[config.mk]
export PLATFORM = sky130hd
export DESIGN_NAME = hazard_unit_ext
export DESIGN_NICKNAME = d
export VERILOG_FILES = /design/src/rtl/hazard_unit_ext.sv
export SDC_FILE = /design/constraint.sdc
export NUM_CORES = 1
export LEC_CHECK = 0
export ABC_AREA = 1
export BUFFER_PORTS_ARGS = -buffer_cell sky130_fd_sc_hd__buf_2
export CAP_MARGIN = 30
export CORE_MARGIN = 5
export CORE_UTILIZATION = 40
export CTS_CLUSTER_DIAMETER = 60
export CTS_CLUSTER_SIZE = 12
export DETAILED_ROUTE_END_ITERATION = 10
export PLACE_DENSITY = 0.61
export SLEW_MARGIN = 20
export SYNTH_ARGS = -nofsm -noshare
export SYNTH_HDL_FRONTEND = slang
export SYNTH_SLANG_ARGS = --single-unit
[constraint.sdc]
create_clock -name clk -period 2 [get_ports clk]
set_input_delay 0.2 -clock clk [delete_from_list [all_inputs] [get_ports clk]]
set_output_delay 0.2 -clock clk [all_outputs]
set_load 0.02 [all_outputs]
[src/rtl/hazard_unit_ext.sv]
`default_nettype none
// ============================================================================
// Module   : hazard_unit_ext
// Purpose  : Decode-side hazard unit for the pipelined ARM core. Selects the
//            operand forwarding source per decode operand (MEM over WB),
//            inserts load-use bubbles, freezes the whole pipe while data
//            memory is busy, flags memory waits that run too long and counts
//            front-end stall cycles.
// Revision : 1.0 - initial release
// ============================================================================
module hazard_unit_ext #(
  parameter int ADDR_W      = 5,
  parameter int NUM_SRC     = 3,
  parameter int ZERO_REG    = 31,
  parameter int LU_CYCLES   = 1,    // 1..15 bubbles per load-use hazard
  parameter int MEM_TIMEOUT = 255,  // >= 1
  parameter int CNT_W       = 16
) (
  input  logic                      clk,
  input  logic                      reset_n,
  input  logic                      id_valid,
  input  logic [NUM_SRC*ADDR_W-1:0] id_src,
  input  logic [NUM_SRC-1:0]        id_src_used,
  input  logic                      ex_wr_en,
  input  logic                      ex_is_load,
  input  logic [ADDR_W-1:0]         ex_dst,
  input  logic                      mem_wr_en,
  input  logic [ADDR_W-1:0]         mem_dst,
  input  logic                      mem_req,
  input  logic                      mem_ready,
  input  logic                      wb_wr_en,
  input  logic [ADDR_W-1:0]         wb_dst,
  output logic [2*NUM_SRC-1:0]      fwd_sel,
  output logic                      stall_front,
  output logic                      bubble_ex,
  output logic                      freeze_all,
  output logic                      mem_timeout,
  output logic [CNT_W-1:0]          stall_cnt
);

  localparam logic [ADDR_W-1:0] ZERO_ADDR  = ADDR_W'(ZERO_REG);
  localparam bit                LU_MULTI   = (LU_CYCLES > 1);
  localparam logic [3:0]        LU_RELOAD  = 4'(LU_CYCLES - 1);
  localparam int                WAIT_W     = $clog2(MEM_TIMEOUT + 1);
  localparam logic [WAIT_W-1:0] WAIT_LIMIT = WAIT_W'(MEM_TIMEOUT);

  typedef enum logic [1:0] {
    ST_RUN      = 2'd0,
    ST_LU_STALL = 2'd1,
    ST_MEM_WAIT = 2'd2
  } state_e;

  state_e              state_q, state_d;
  logic [3:0]          lu_cnt_q, lu_cnt_d;
  logic [WAIT_W-1:0]   wait_cnt_q, wait_cnt_d;
  logic                mem_timeout_q, mem_timeout_d;
  logic [CNT_W-1:0]    stall_cnt_q, stall_cnt_d;

  logic [NUM_SRC-1:0]  lu_match;
  logic                lu;
  logic                busy;

  // Per-operand forwarding select and load-use match against the EX destination
  for (genvar i = 0; i < NUM_SRC; i++) begin : g_src
    logic [ADDR_W-1:0] src;
    logic              live;
    logic              mem_hit;
    logic              wb_hit;

    assign src     = id_src[i*ADDR_W +: ADDR_W];
    assign live    = id_src_used[i] && (src != ZERO_ADDR);
    assign mem_hit = live && mem_wr_en && (mem_dst == src);
    assign wb_hit  = live && wb_wr_en && (wb_dst == src);

    // MEM holds the younger result, so it shadows WB for the same register
    assign fwd_sel[2*i +: 2] = mem_hit ? 2'b01 : (wb_hit ? 2'b10 : 2'b00);
    assign lu_match[i]       = id_src_used[i] && (src == ex_dst);
  end

  assign lu   = id_valid && ex_wr_en && ex_is_load && (ex_dst != ZERO_ADDR) && (|lu_match);
  assign busy = mem_req && !mem_ready;

  // Stall control: outputs depend on the current state and the live inputs
  always_comb begin
    state_d     = state_q;
    lu_cnt_d    = lu_cnt_q;
    stall_front = 1'b0;
    bubble_ex   = 1'b0;
    freeze_all  = 1'b0;
    case (state_q)
      ST_LU_STALL: begin
        stall_front = 1'b1;
        if (busy) begin
          // Memory freeze pauses the bubble sequence without consuming it
          freeze_all = 1'b1;
        end else begin
          bubble_ex = 1'b1;
          lu_cnt_d  = lu_cnt_q - 4'd1;
          if (lu_cnt_q <= 4'd1) begin
            state_d  = ST_RUN;
            lu_cnt_d = 4'd0;
          end
        end
      end
      default: begin
        // RUN, and the completing cycle of MEM_WAIT, which behaves like RUN
        if (busy) begin
          freeze_all  = 1'b1;
          stall_front = 1'b1;
          state_d     = ST_MEM_WAIT;
        end else begin
          state_d = ST_RUN;
          if (lu) begin
            stall_front = 1'b1;
            bubble_ex   = 1'b1;
            if (LU_MULTI) begin
              state_d  = ST_LU_STALL;
              lu_cnt_d = LU_RELOAD;
            end
          end
        end
      end
    endcase
  end

  // Watchdog: count busy MEM_WAIT cycles, latch the flag once the limit is hit
  always_comb begin
    wait_cnt_d    = '0;
    mem_timeout_d = mem_timeout_q;
    if ((state_q == ST_MEM_WAIT) && busy) begin
      wait_cnt_d = (wait_cnt_q == WAIT_LIMIT) ? wait_cnt_q : (wait_cnt_q + 1'b1);
    end
    if (wait_cnt_d == WAIT_LIMIT) begin
      mem_timeout_d = 1'b1;
    end
  end

  // Saturating count of front-end stall cycles
  always_comb begin
    stall_cnt_d = stall_cnt_q;
    if (stall_front && (stall_cnt_q != '1)) begin
      stall_cnt_d = stall_cnt_q + 1'b1;
    end
  end

  // State and counter registers
  always_ff @(posedge clk or negedge reset_n) begin
    if (!reset_n) begin
      state_q       <= ST_RUN;
      lu_cnt_q      <= 4'd0;
      wait_cnt_q    <= '0;
      mem_timeout_q <= 1'b0;
      stall_cnt_q   <= '0;
    end else begin
      state_q       <= state_d;
      lu_cnt_q      <= lu_cnt_d;
      wait_cnt_q    <= wait_cnt_d;
      mem_timeout_q <= mem_timeout_d;
      stall_cnt_q   <= stall_cnt_d;
    end
  end

  assign mem_timeout = mem_timeout_q;
  assign stall_cnt   = stall_cnt_q;

endmodule
`default_nettype wire
==> results.json <==
{
  "cp_max_fo": 13,
  "place_congestion": 0.851,
  "synthMuxAreaShare_pct": 0,
  "max_cap_viol_count": 0,
  "p_switching_w": 0.000510,
  "yosysSeqAreaShare_pct": 28.0,
  "syn-num-nets": 399,
  "grt_max_degree": 27,
  "synth_warnings": 0,
  "power.share.combinational_pct": 28.6,
  "drc": 0,
  "synthSimpleGateAreaFrac_pct": 44.3,
  "areaGrowthSynthToFinish_pct": 19.5,
  "reg2reg_depth": 8,
  "grt.total_usage_pct": 16.7,
  "dieWidth_um": 86.2,
  "fillers": 596,
  "viasPerCell": 4.85,
  "crit_arrival_ps": 1930,
  "ant_nets": 0,
  "drt_iter0_markers": 84,
  "min_path_cells": 3,
  "place_ws_ps": 226,
  "first_pass_iters": 5,
  "pwr-share-seq_pct": 42.0,
  "clkTransAtPathRegs_ps": 100,
  "core_mm2": 0.00557,
  "synth_area_mm2": 0.00232,
  "die-area_mm2": 0.00743,
  "dp_hpwl_um": 4970,
  "critPathCaptureType": "flip-flop",
  "period_share_pct": 87.5,
  "clockBufferDepth": 2,
  "antenna_found_initial": 0,
  "hold_class": "input port to flip-flop",
  "grt_pass1_wl_um": 10300,
  "grt_setup_unrepaired": "false",
  "slew_headroom_pct": 59.6,
  "hp-start": "mem_req",
  "p_clk_share_pct": 29.4,
  "drive_above_1_share_pct": 23.8,
  "cts_hold_buf": 1,
  "synth_compound_area_share_pct": 7.49,
  "start_util_pct": 41.7,
  "layout.nets": 466,
  "post_synth_num_cell_types": 35,
  "worst_slew_pin_slew_ps": 606,
  "crit_path_start_kind": "flip-flop",
  "switching_share_pct": 33.8,
  "cellPowerDensity_mw_per_mm2": 543,
  "vdd_drop_max_uv": 320,
  "wire_per_inst_um": 12.2,
  "synth_xor_xnor_area_share_pct": 8.29,
  "worst_slack_ps": 249,
  "fin_setup_tns_ps": 0,
  "fp.dieH_um": 86.2,
  "setup-violations-final": 0,
  "fin_crit_ps": 1750,
  "synth-seq-cells": 26,
  "leakagePower_nw": 1.55,
  "r2r_end": "stall_cnt[15]$_DFFE_PN0P_",
  "r2r_setup_slack_ps": 250,
  "rows": 27,
  "intPower_w": 0.000997,
  "synthCells": 355,
  "drt_wl_total_um": 6010,
  "fmax_ghz": 0.571,
  "crit_type": "flip-flop to flip-flop",
  "numCtsBuffers": 3,
  "outcome": "completed",
  "multiInputGateArea_mm2": 0.00142,
  "portBuffers": 67,
  "clk-insertion-delay-late_ps": 280,
  "crit_required_ps": 2180,
  "ctsRootBufferMaster": "clkbuf_8",
  "synth_top_family_by_area": "simple AND/OR/NAND/NOR gates",
  "num_antenna_cells": 0,
  "h-tree-depth": 1,
  "vias": 2390,
  "cts_tree": "built",
  "rr_startpoint": "stall_cnt[0]$_DFFE_PN0P_",
  "holdPathEnd": "state_q[1]$_DFF_PN0_",
  "cts_sinks": 26,
  "cts_resized": 0,
  "post-cts-setup-buffers": 0,
  "grt_overflow": 0,
  "slew_viol_final": 0,
  "synthAdderAreaFrac_pct": 1.08,
  "ios": 68,
  "register_area_um2": 651,
  "finalClockSkew_ps": 10.6,
  "grt_pass1_vias": 2358,
  "final_hold_viol_count": 0,
  "avgSynthCellArea_um2": 6.55
}
## worst max path at each step
stage                                      endpoint                     start  depth (start not counted)
final                     stall_cnt[15]$_DFFE_PN0P_  stall_cnt[0]$_DFFE_PN0P_                          8
after CTS                 stall_cnt[15]$_DFFE_PN0P_  stall_cnt[0]$_DFFE_PN0P_                          8
after floorplan            stall_cnt[3]$_DFFE_PN0P_  stall_cnt[1]$_DFFE_PN0P_                          8
after detailed placement  stall_cnt[15]$_DFFE_PN0P_  stall_cnt[0]$_DFFE_PN0P_                          8
after global routing      stall_cnt[13]$_DFFE_PN0P_  stall_cnt[0]$_DFFE_PN0P_                          8
after global placement    stall_cnt[15]$_DFFE_PN0P_  stall_cnt[0]$_DFFE_PN0P_                          8
## layout by cell type, fill, tap and decap left out, types with 4 or more instances in the layout
cell     netlist  routed
o21ai_0        4       4
buf_2          1      67
nand2_1      119     119
xor2_1         9       9
inv_1         38      38
inv_2         13      13
nor2_1        34      34
dfrtp_1       26      26
a21oi_1        8       8
xnor2_1       13      13
nand4_1       12      12
nand3_1       31      31
nor2_2         4       4
## synth_stat cells, drive strengths merged
cell    number  area, um2
o21ai        5       25.0
xnor2       13        114
nand3       33        175
ha           2       25.0
buf          7       61.3
and3         1       6.26
nor3         4       25.0
nand4       14        109
a21oi        8       40.0
nor2        39        164
xor2         9       78.8
nand2      123        504
o211ai       3       22.5
o22ai        3       18.8
o21a         3       22.5
dfrtp       26        651
nand3b       2       18.8
a31oi        3       18.8
nor4b        3       26.3
inv         51        191
o221ai       3       26.3
## stage by stage
stage               instance area [um2]  utilization, %  hold slack (ps)  cells  power [W]
floorplan                          2320               -            -95.6    355   0.000896
global placement                   2700            48.4              245    488    0.00107
detailed placement                 2700            48.4              245    488    0.00107
CTS                                2780            49.8              239    493    0.00153
global route                       2780            49.8              265    493    0.00159
finish                             2780            49.8              248    493    0.00151
## area by class of cell
type,count,area share [%]
Clock buffer,3,1.49
Clock inverter,1,1.08
Inverter,51,6.90
Multi-Input combinational cell,271,51.1
Sequential cell,26,23.4
Tap cell,72,3.24
Timing Repair Buffer,69,12.7
## kinds of logic after synthesis
group,Yosys count
XOR/XNOR,22
AO/OA/AOI/OAI,28
adder cells (fa/ha/maj),2
buffers and inverters,58
AND/OR/NAND/NOR,219
flip-flops,26
## critical path, cell delays in order (launching register included)
cell      delay [ps]
dfrtp_1          400
ha_1             250
nand3_2          140
nor2_4           190
nand4_4          270
nand3b_2         230
nor2_2            50
nand3_1           80
nand2_1           50
## flip-flops by register name (all words and copies together) (netlist names)
signal	flops
mem_timeout	1
state_q	1
wait_cnt_q	8
stall_cnt	16
## power groups by stage
stage	combinational (W)	clock, W	sequential, W
after floorplan	0.000215	0	0.000680
after global placement	0.000431	0	0.000641
after detailed placement	0.000431	0	0.000643
after CTS	0.000435	0.000461	0.000631
after global routing	0.000483	0.000471	0.000641
final	0.000431	0.000443	0.000633
## layer usage
| metal | routed length [um] | GRT usage (%) | share of wire [%] | vias to the layer above |
|---|---|---|---|---|
| met5 | 0 | 0 | 0 | - |
| met4 | 37 | 2.97 | 0.62 | 0 |
| met3 | 249 | 2.47 | 4.1 | 2 |
| met2 | 2790 | 29.2 | 46 | 46 |
| met1 | 2930 | 22.0 | 49 | 1068 |
| li1 | - | - | - | 1274 |
No activity file was read; power rests on OpenSTA's default activity.
